`config.mk`:
```
export PLATFORM = sky130hd
export DESIGN_NAME = bus_wait_responder
export DESIGN_NICKNAME = d
export VERILOG_FILES = /design/src/rtl/bus_wait_responder.sv
export SDC_FILE = /design/constraint.sdc
export NUM_CORES = 1
export LEC_CHECK = 0
export ABC_CLOCK_PERIOD_IN_PS = 6700
export BUFFER_PORTS_ARGS = -buffer_cell sky130_fd_sc_hd__buf_2
export CAP_MARGIN = 25
export CORE_UTILIZATION = 55
export DETAILED_ROUTE_END_ITERATION = 10
export PLACE_DENSITY = 0.83
export SLEW_MARGIN = 10
export SYNTH_ARGS = -nofsm -noshare
export SYNTH_HDL_FRONTEND = slang
export SYNTH_SLANG_ARGS = --single-unit
export TNS_END_PERCENT = 1
```
`constraint.sdc`:
```
create_clock -name clk_i -period 6.7 [get_ports clk_i]
set_clock_uncertainty 0.2 [all_clocks]
set_input_delay 1.675 -clock clk_i [delete_from_list [all_inputs] [get_ports clk_i]]
set_output_delay 1.675 -clock clk_i [all_outputs]
set_load 0.005 [all_outputs]
```
`src/rtl/bus_wait_responder.sv`:
```
// Module-side responder for one synchronized port of the CPU bus crossing: a word-addressed
// register bank with optional wait states signalled on module_busy_o (falling edge = done).
module bus_wait_responder #(
  parameter int unsigned             AddressWidth = 32,
  parameter logic [AddressWidth-1:0] BaseAddress  = '0,
  parameter int unsigned             NumRegs      = 8,
  parameter int unsigned             WaitStates   = 3,
  parameter logic [31:0]             ResetValue   = '0
) (
  input  logic                    clk_i,
  input  logic                    reset_n_i,
  input  logic                    we_i,
  input  logic [3:0]              we_ram_i,
  input  logic [AddressWidth-1:0] address_i,
  input  logic [31:0]             data_i,
  output logic [31:0]             data_o,
  output logic                    module_busy_o,
  output logic                    overrun_o
);

  localparam int unsigned IdxW = (NumRegs > 1) ? $clog2(NumRegs) : 1;

  logic [AddressWidth-1:0] offset;
  logic [IdxW-1:0]         req_idx;
  logic                    in_window;
  logic                    wr_req;
  logic                    rd_req;
  logic                    req;

  logic [AddressWidth-1:0] address_q;
  logic                    in_window_q;

  // Commit port shared by both timing variants: one register write or readback per cycle.
  logic                    commit_en;
  logic                    commit_we;
  logic [3:0]              commit_be;
  logic [IdxW-1:0]         commit_idx;
  logic [31:0]             commit_wdata;
  logic                    overrun_set;
  logic                    busy;

  logic [31:0]             lane_mask;
  logic [31:0]             merged;

  logic [31:0]             regs_q [NumRegs];
  logic [31:0]             data_q;
  logic                    overrun_q;

  assign offset    = address_i - BaseAddress;
  assign in_window = (address_i >= BaseAddress) && (offset < AddressWidth'(4 * NumRegs));
  assign req_idx   = IdxW'(offset >> 2);

  // A held read strobe must not retrigger; only an address change or re-entry counts.
  assign wr_req = we_i && in_window;
  assign rd_req = !we_i && in_window && ((address_i != address_q) || !in_window_q);
  assign req    = wr_req || rd_req;

  // NOTE: sequential state uses non-blocking assignments so every flop samples pre-edge values.
  always_ff @(posedge clk_i or negedge reset_n_i) begin
    if (!reset_n_i) begin
      address_q   <= '0;
      in_window_q <= 1'b0;
      overrun_q   <= 1'b0;
    end else begin
      address_q   <= address_i;
      in_window_q <= in_window;
      if (overrun_set) begin
        overrun_q <= 1'b1;
      end
    end
  end

  // NOTE: every output of a combinational block gets a default first, so no latch is inferred.
  always_comb begin
    lane_mask = '0;
    for (int k = 0; k < 4; k++) begin
      lane_mask[8*k +: 8] = {8{commit_be[k] || (commit_be == 4'b0000)}};
    end
  end

  assign merged = (regs_q[commit_idx] & ~lane_mask) | (commit_wdata & lane_mask);

  // NOTE: the bank is flops with an architectural reset value, so it is reset like any register.
  always_ff @(posedge clk_i or negedge reset_n_i) begin
    if (!reset_n_i) begin
      for (int i = 0; i < NumRegs; i++) begin
        regs_q[i] <= ResetValue;
      end
      data_q <= '0;
    end else if (commit_en) begin
      if (commit_we) begin
        regs_q[commit_idx] <= merged;
        data_q             <= merged;
      end else begin
        data_q <= regs_q[commit_idx];
      end
    end
  end

  if (WaitStates == 0) begin : g_no_wait

    assign commit_en    = req;
    assign commit_we    = we_i;
    assign commit_be    = we_ram_i;
    assign commit_idx   = req_idx;
    assign commit_wdata = data_i;
    assign overrun_set  = 1'b0;
    assign busy         = 1'b0;

  end else begin : g_wait

    typedef enum logic {
      IDLE = 1'b0,
      BUSY = 1'b1
    } state_e;

    state_e          state_q;
    state_e          state_d;
    logic [3:0]      cnt_q;
    logic [3:0]      cnt_d;
    logic            load;
    logic            lat_we_q;
    logic [3:0]      lat_be_q;
    logic [IdxW-1:0] lat_idx_q;
    logic [31:0]     lat_data_q;

    always_ff @(posedge clk_i or negedge reset_n_i) begin
      if (!reset_n_i) begin
        state_q    <= IDLE;
        cnt_q      <= '0;
        lat_we_q   <= 1'b0;
        lat_be_q   <= '0;
        lat_idx_q  <= '0;
        lat_data_q <= '0;
      end else begin
        state_q <= state_d;
        cnt_q   <= cnt_d;
        if (load) begin
          lat_we_q   <= we_i;
          lat_be_q   <= we_ram_i;
          lat_idx_q  <= req_idx;
          lat_data_q <= data_i;
        end
      end
    end

    // The completing cycle still counts as busy: a request arriving then is dropped.
    always_comb begin
      state_d     = state_q;
      cnt_d       = cnt_q;
      load        = 1'b0;
      commit_en   = 1'b0;
      overrun_set = 1'b0;
      case (state_q)
        IDLE: begin
          if (req) begin
            load    = 1'b1;
            cnt_d   = 4'(WaitStates);
            state_d = BUSY;
          end
        end
        BUSY: begin
          overrun_set = req;
          cnt_d       = cnt_q - 4'd1;
          if (cnt_q == 4'd1) begin
            commit_en = 1'b1;
            state_d   = IDLE;
          end
        end
        default: begin
          state_d = IDLE;
          cnt_d   = '0;
        end
      endcase
    end

    assign commit_we    = lat_we_q;
    assign commit_be    = lat_be_q;
    assign commit_idx   = lat_idx_q;
    assign commit_wdata = lat_data_q;
    assign busy         = (state_q == BUSY);

  end

  assign data_o        = data_q;
  assign module_busy_o = busy;
  assign overrun_o     = overrun_q;

endmodule

```
# Word level (Yosys, flattened, before mapping)

Index checks and enable logic that the tools add are counted.

Bits in latches: 0
Bits in writable memories: 0
Bits of input ports: 71
Logic and storage cells: 63
Memories: 0
Bits in read-only memories: 0
Output and inout port bits: 34
Flip-flop bits (word level): 367

Bitwise operators: 6
Shifts and indexed selects: 0
Reductions and logical operators: 15
Divide/modulo/power cells: 0
Multipliers: 0
Add/sub/neg operators: 1
Equality and inequality tests: 3
Muxes and demuxes: 16
Magnitude comparators: 4

Operators by type and width:

| cell                                                                | count |
|---|---|
| bitwise mux 256 bit                                                 | 1 |
| 2-to-1 mux 32 bit                                                   | 4 |
| binary-select mux 32 bit (select 3 bit)                             | 1 |
| demux 32 bit (select 3 bit)                                         | 1 |
| AND 32 bit                                                          | 2 |
| greater-or-equal comparator 32 x 1 -> 1 bit (second input constant) | 1 |
| less-than comparator 32 x 6 -> 1 bit (second input constant)        | 1 |
| inequality test 32 bit                                              | 1 |
| inverter 32 bit                                                     | 1 |
| bitwise OR 32 bit                                                   | 1 |
| case mux 4 bit (2 select lines)                                     | 1 |
| logical OR 1 bit                                                    | 6 |
| 2-to-1 mux 1 bit                                                    | 6 |
| logical AND 1 bit                                                   | 5 |
| equality test 4 x 1 -> 1 bit (second input constant)                | 1 |
| greater-or-equal comparator 4 bit (second input constant)           | 1 |
| zero test 4 bit                                                     | 1 |
| less-than comparator 4 x 1 -> 1 bit (second input constant)         | 1 |
| 2-to-1 mux 4 bit                                                    | 1 |
| inverter 3 -> 4 bit                                                 | 1 |
| subtractor 4 x 1 -> 4 bit (second input constant)                   | 1 |
| zero test 1 bit                                                     | 2 |
| inequality test 2 bit (second input constant)                       | 1 |
| case mux 1 bit (2 select lines)                                     | 1 |
| 2 further kinds                                                     | 2 |

# Longest topological paths before layout

Depth after elaboration: 7
Mapped depth: 10
Gate-level depth less buffers: 7

# Worst setup path after synthesis

OpenSTA, ideal clock, no wires.

Path type: input -> register
From: in address_i[29]
To: reg g_wait.lat_be_q[0] (netlist: commit_be[0])
Buffers on the path: 2
Slack: 3.290 ns
Data required time: 6.417 ns
Stages: 7
Arrival time: 3.128 ns
Setup time: 0.083 ns
Path through: xor2_1 -> nor4_1 -> and4b_1 -> clkbuf_1 -> clkbuf_1 -> a31oi_1 -> o21ai_0

Longest elaborated chain between the ends: 7
Elaborated cells on any way between the ends: 11
Those cells by class: 2 x order compare; 1 x eq/ne; 2 x mux; 6 x reduce/logical

RTL lines:

| what                                                                                                       | RTL line | text |
|---|---|---|
| from (decl)                                                                                                | 14       | `input logic [AddressWidth-1:0] address_i,` |
| greater-or-equal comparator 32 x 1 -> 1 bit / less-than comparator 32 x 6 -> 1 bit (equally long branches) | 50       | `assign in_window = (address_i >= BaseAddress) && (offset < AddressWidth'(4 * NumRegs));` |
| logical AND 1 bit                                                                                          | 50       |  |
| logical AND 1 bit (2 in series)                                                                            | 55       | `assign rd_req = !we_i && in_window && ((address_i != address_q) \|\| !in_window_q);` |
| logical OR 1 bit (*)                                                                                       | 56       | `assign req = wr_req \|\| rd_req;` |
| 2-to-1 mux 1 bit (*)                                                                                       | 156      | `if (req) begin` |
| 2-to-1 mux 1 bit (*)                                                                                       | 154      | `case (state_q)` |
| to (signal assigned)                                                                                       | 140      | `lat_be_q <= we_ram_i;` |
| to (decl)                                                                                                  | 123      | `logic [3:0] lat_be_q;` |

Every way passes the cells marked *; elsewhere a longest branch is shown, timed or not.
A chain may end at the register's enable or synchronous reset.

# Worst setup path in the final report

From: reg g_wait.state_q (netlist: module_busy_o)
To: reg regs_q[78] (netlist bit)

Longest elaborated chain between the ends: 2

RTL lines:

| what                                 | RTL line | text |
|---|---|---|
| from (decl)                          | 117      | `state_e state_q;` |
| from (signal assigned)               | 136      | `state_q <= state_d;` |
| 2-to-1 mux 1 bit                     | 154      |  |
| AND reduction 2 bit (no source line) | --       |  |
| to (signal, indexed assignment)      | 87       | `regs_q[i] <= ResetValue;` |
| to (signal, indexed assignment)      | 92       | `regs_q[commit_idx] <= merged;` |
| to (decl)                            | 45       | `logic [31:0] regs_q [NumRegs];` |

Every way passes these cells.

==> out/results.ini <==
[sta]
fin_crit_ns = 3.97
rsz0062_at_grt = false
setup_slack_ns = 2.73
hold_ws_ns = 0.273
worst_slew_pin_slew_ns = 1.12
setup_viol = 0
max_freq_mhz = 252
max-slew-margin-rel_pct = 25.2
hold_viol = 0
drv_slew = 0
tns_ns = 0
finalCritPeriodShare_pct = 59.2

[grt]
grt_max_degree = 136
track_usage_pct = 29.7
grt_overflow_total = 0
antenna_found_initial = 7
grt_pass1_vias = 13300
grt_pass1_wl_um = 72900

[synth]
ys_warn_count = 0
netlist_instances = 1482
syn_area_um2 = 17300
async_flop_share_pct = 100
synth_edf_count = 0
ys_types = 55
synth_seq_area_share_pct = 53.2
synth_flop_cell = dfrtp_1
synth.net_count = 1555
ys_ff_latch = 367
avgSynthCellArea_um2 = 11.7

[die]
pin_count = 105
num_rows = 64
dieWidth_um = 179
coreArea_um2 = 30700
initial_core_util_pct = 56.2
die_y_um = 179
die_area_um2 = 32100

[min_path]
hold_depth = 2
worstHoldStart = data_o[0]
min_to = data_o[0]
holdCritPathClass = flip-flop to flip-flop

[route]
drcViolationCount = 7
ant_nets = 0
dr.pass1.iters = 9
via_count = 13000
wl_um = 45700
viasPerCell = 6.55
drt_iter0_markers = 1853
avgRoutedWirePerCell_um = 23.1

[cts]
clk_latency_ns = 0.53
cts_sinks = 367
cts_buffers = 37
clk_path_buf_depth = 3
cts.clk_slew.worst_paths_ns = 0.06
htree_levels = 2
cts_setup_buffers = 0
cts_resized = 0
root_buffer = clkbuf_16
cts_hold_buffers = 0
cts_tree = yes

[place]
pre_cts_ws_ns = 2.58
place.gp.congestion = 0.892
place_hpwl_um = 28000
place.port_buffers = 104

[setup_path]
critPathRequiredTime_ns = 6.90
cp-start-kind = flip-flop
cp.depth = 6
cp_slowest_cell = nor4b_4
r2r-start = module_busy_o
reg2reg_to = regs_q[78]
crit_chain = inv_2 -> nor4b_4 -> nand3_2 -> nor2_2 -> buf_4 -> mux2_2
crit_family = simple AND/OR/NAND/NOR gates
crit_path_max_incr_delay_ns = 0.81
arrival_ns = 4.16
path_buf_inv = 2
worstPathMaxFanout = 45
end_kind = flip-flop
reg2reg_depth = 6
critPathKind = flip-flop to flip-flop
r2r_slack_ns = 2.73

[pwr]
pwr_density_cell_nw_per_um2 = 244
ir_drop_mv = 0.237
p_leak_nw = 8.98

[cells_and_area]
area_growth_pct = 13.4
fillers = 2237
final_nets = 1621
drive_gt1_share_pct = 30.6

[outcome]
status = finished with violations
violations = DRC

[run]
drv_cap = 0

==> cells in the mapped netlist (all sizes together) (3+ instances only) <==
library cell	number	area [um2]
xor2	21	184
o22a	6	52.6
nor2b	3	18.8
o221ai	6	52.6
nand3	9	55.1
nor3b	3	22.5
and2	3	18.8
nand4	5	31.3
nand2	146	548
nor2	48	193
dfrtp	367	9180
mux4	35	788
a22oi	18	135
mux2i	44	440
o2bb2ai	7	61.3
inv	43	161
a21oi	32	160
nand2b	3	18.8
o21ai	142	711
a31oi	81	507
buf	46	252
a21o	5	37.5
a31o	4	35.0
o22ai	5	31.3
o31ai	8	60.1
nor4	53	332
xnor2	13	114
and3	5	31.3
clkbuf	65	244
nor3	10	72.6
mux2	223	2510
==> through the flow <==
stage	std cells	util, %	instance area (um2)	total power, mW
after floorplan	1482	-	17300	2.30
after global placement	1898	58.7	18100	2.38
after detailed placement	1904	58.9	18100	2.38
after CTS	1971	63.6	19600	4.80
after global routing	1979	63.7	19600	4.90
final	1979	63.7	19600	4.78
==> routing by layer <==
layer	vias to the layer above	part of all wire [%]	global-route usage, %
li1	5551	-	-
met1	6541	39	38.8
met2	694	48	48.1
met3	171	8.0	4.92
met4	0	5.0	14.7
met5	-	0	0
==> worst min-delay path, delay by kind of cell (launching register included) <==
kind | cells | cell delay [ns]
AO/OA/AOI/OAI | 1 | 0.06
flip-flops | 1 | 0.33
AND/OR/NAND/NOR | 1 | 0.04
==> how the worst max path moves through the flow <==
stage / from / to / slack [ns]
global placement: address_i[21] / commit_we / 2.65
detailed placement: address_i[21] / commit_we / 2.58
CTS: module_busy_o / regs_q[108] / 2.84
finish: module_busy_o / regs_q[78] / 2.73
floorplan: address_i[29] / commit_be[0] / 3.29
global route: module_busy_o / regs_q[108] / 2.67
==> layout make-up <==
class / count / area, um2 / share of cell area (%)
sequential: 367 / 9190 / 46.9
multi-input combinational: 961 / 7460 / 38.1
clock inverter: 18 / 372 / 1.90
timing repair buffer: 138 / 832 / 4.24
antenna: 7 / 17.5 / 0.0894
clock buffer: 49 / 1070 / 5.48
tap: 396 / 495 / 2.53
inverter: 43 / 161 / 0.823
==> kinds of logic after synthesis <==
| group | after synthesis | share of synthesized area, % |
|---|---|---|
| DFF | 367 | 53.2 |
| AOI/OAI and AO/OA | 321 | 11.0 |
| muxes | 302 | 21.6 |
| adders and majority gates | 2 | 0.145 |
| and+or+nand+nor | 302 | 8.52 |
| buffers and inverters | 154 | 3.80 |
| xor gates and xnor gates | 34 | 1.72 |
==> registers in the layout (all words and copies together), names as in the netlist <==
register       cells
in_window_q        1
commit_wdata      32
commit_idx         3
overrun_o          1
g_wait.cnt_q       4
data_o            32
module_busy_o      1
commit_be          4
commit_we          1
regs_q           256
address_q         32
==> cells in the final DEF, fill, tap and decap left out, drive strengths merged, types with 7 or more instances in the layout <==
| cell | n |
|---|---|
| nand2 | 146 |
| xnor2 | 13 |
| a31oi | 81 |
| nor4 | 53 |
| diode | 7 |
| xor2 | 21 |
| o31ai | 8 |
| mux4 | 35 |
| dfrtp | 367 |
| nor3 | 10 |
| a22oi | 18 |
| o21ai | 142 |
| clkbuf | 49 |
| inv | 44 |
| nor2 | 48 |
| o2bb2ai | 7 |
| mux2 | 223 |
| bufinv | 11 |
| mux2i | 44 |
| nand3 | 9 |
| a21oi | 32 |
| buf | 138 |
==> report_power, final <==
group / internal, mW / total (mW) / switching (mW)
clock network: 1.55 / 2.44 / 0.882
logic: 0.0309 / 0.112 / 0.0810
registers: 2.23 / 2.23 / 0.00464
Power figures use the tool's default switching activity.
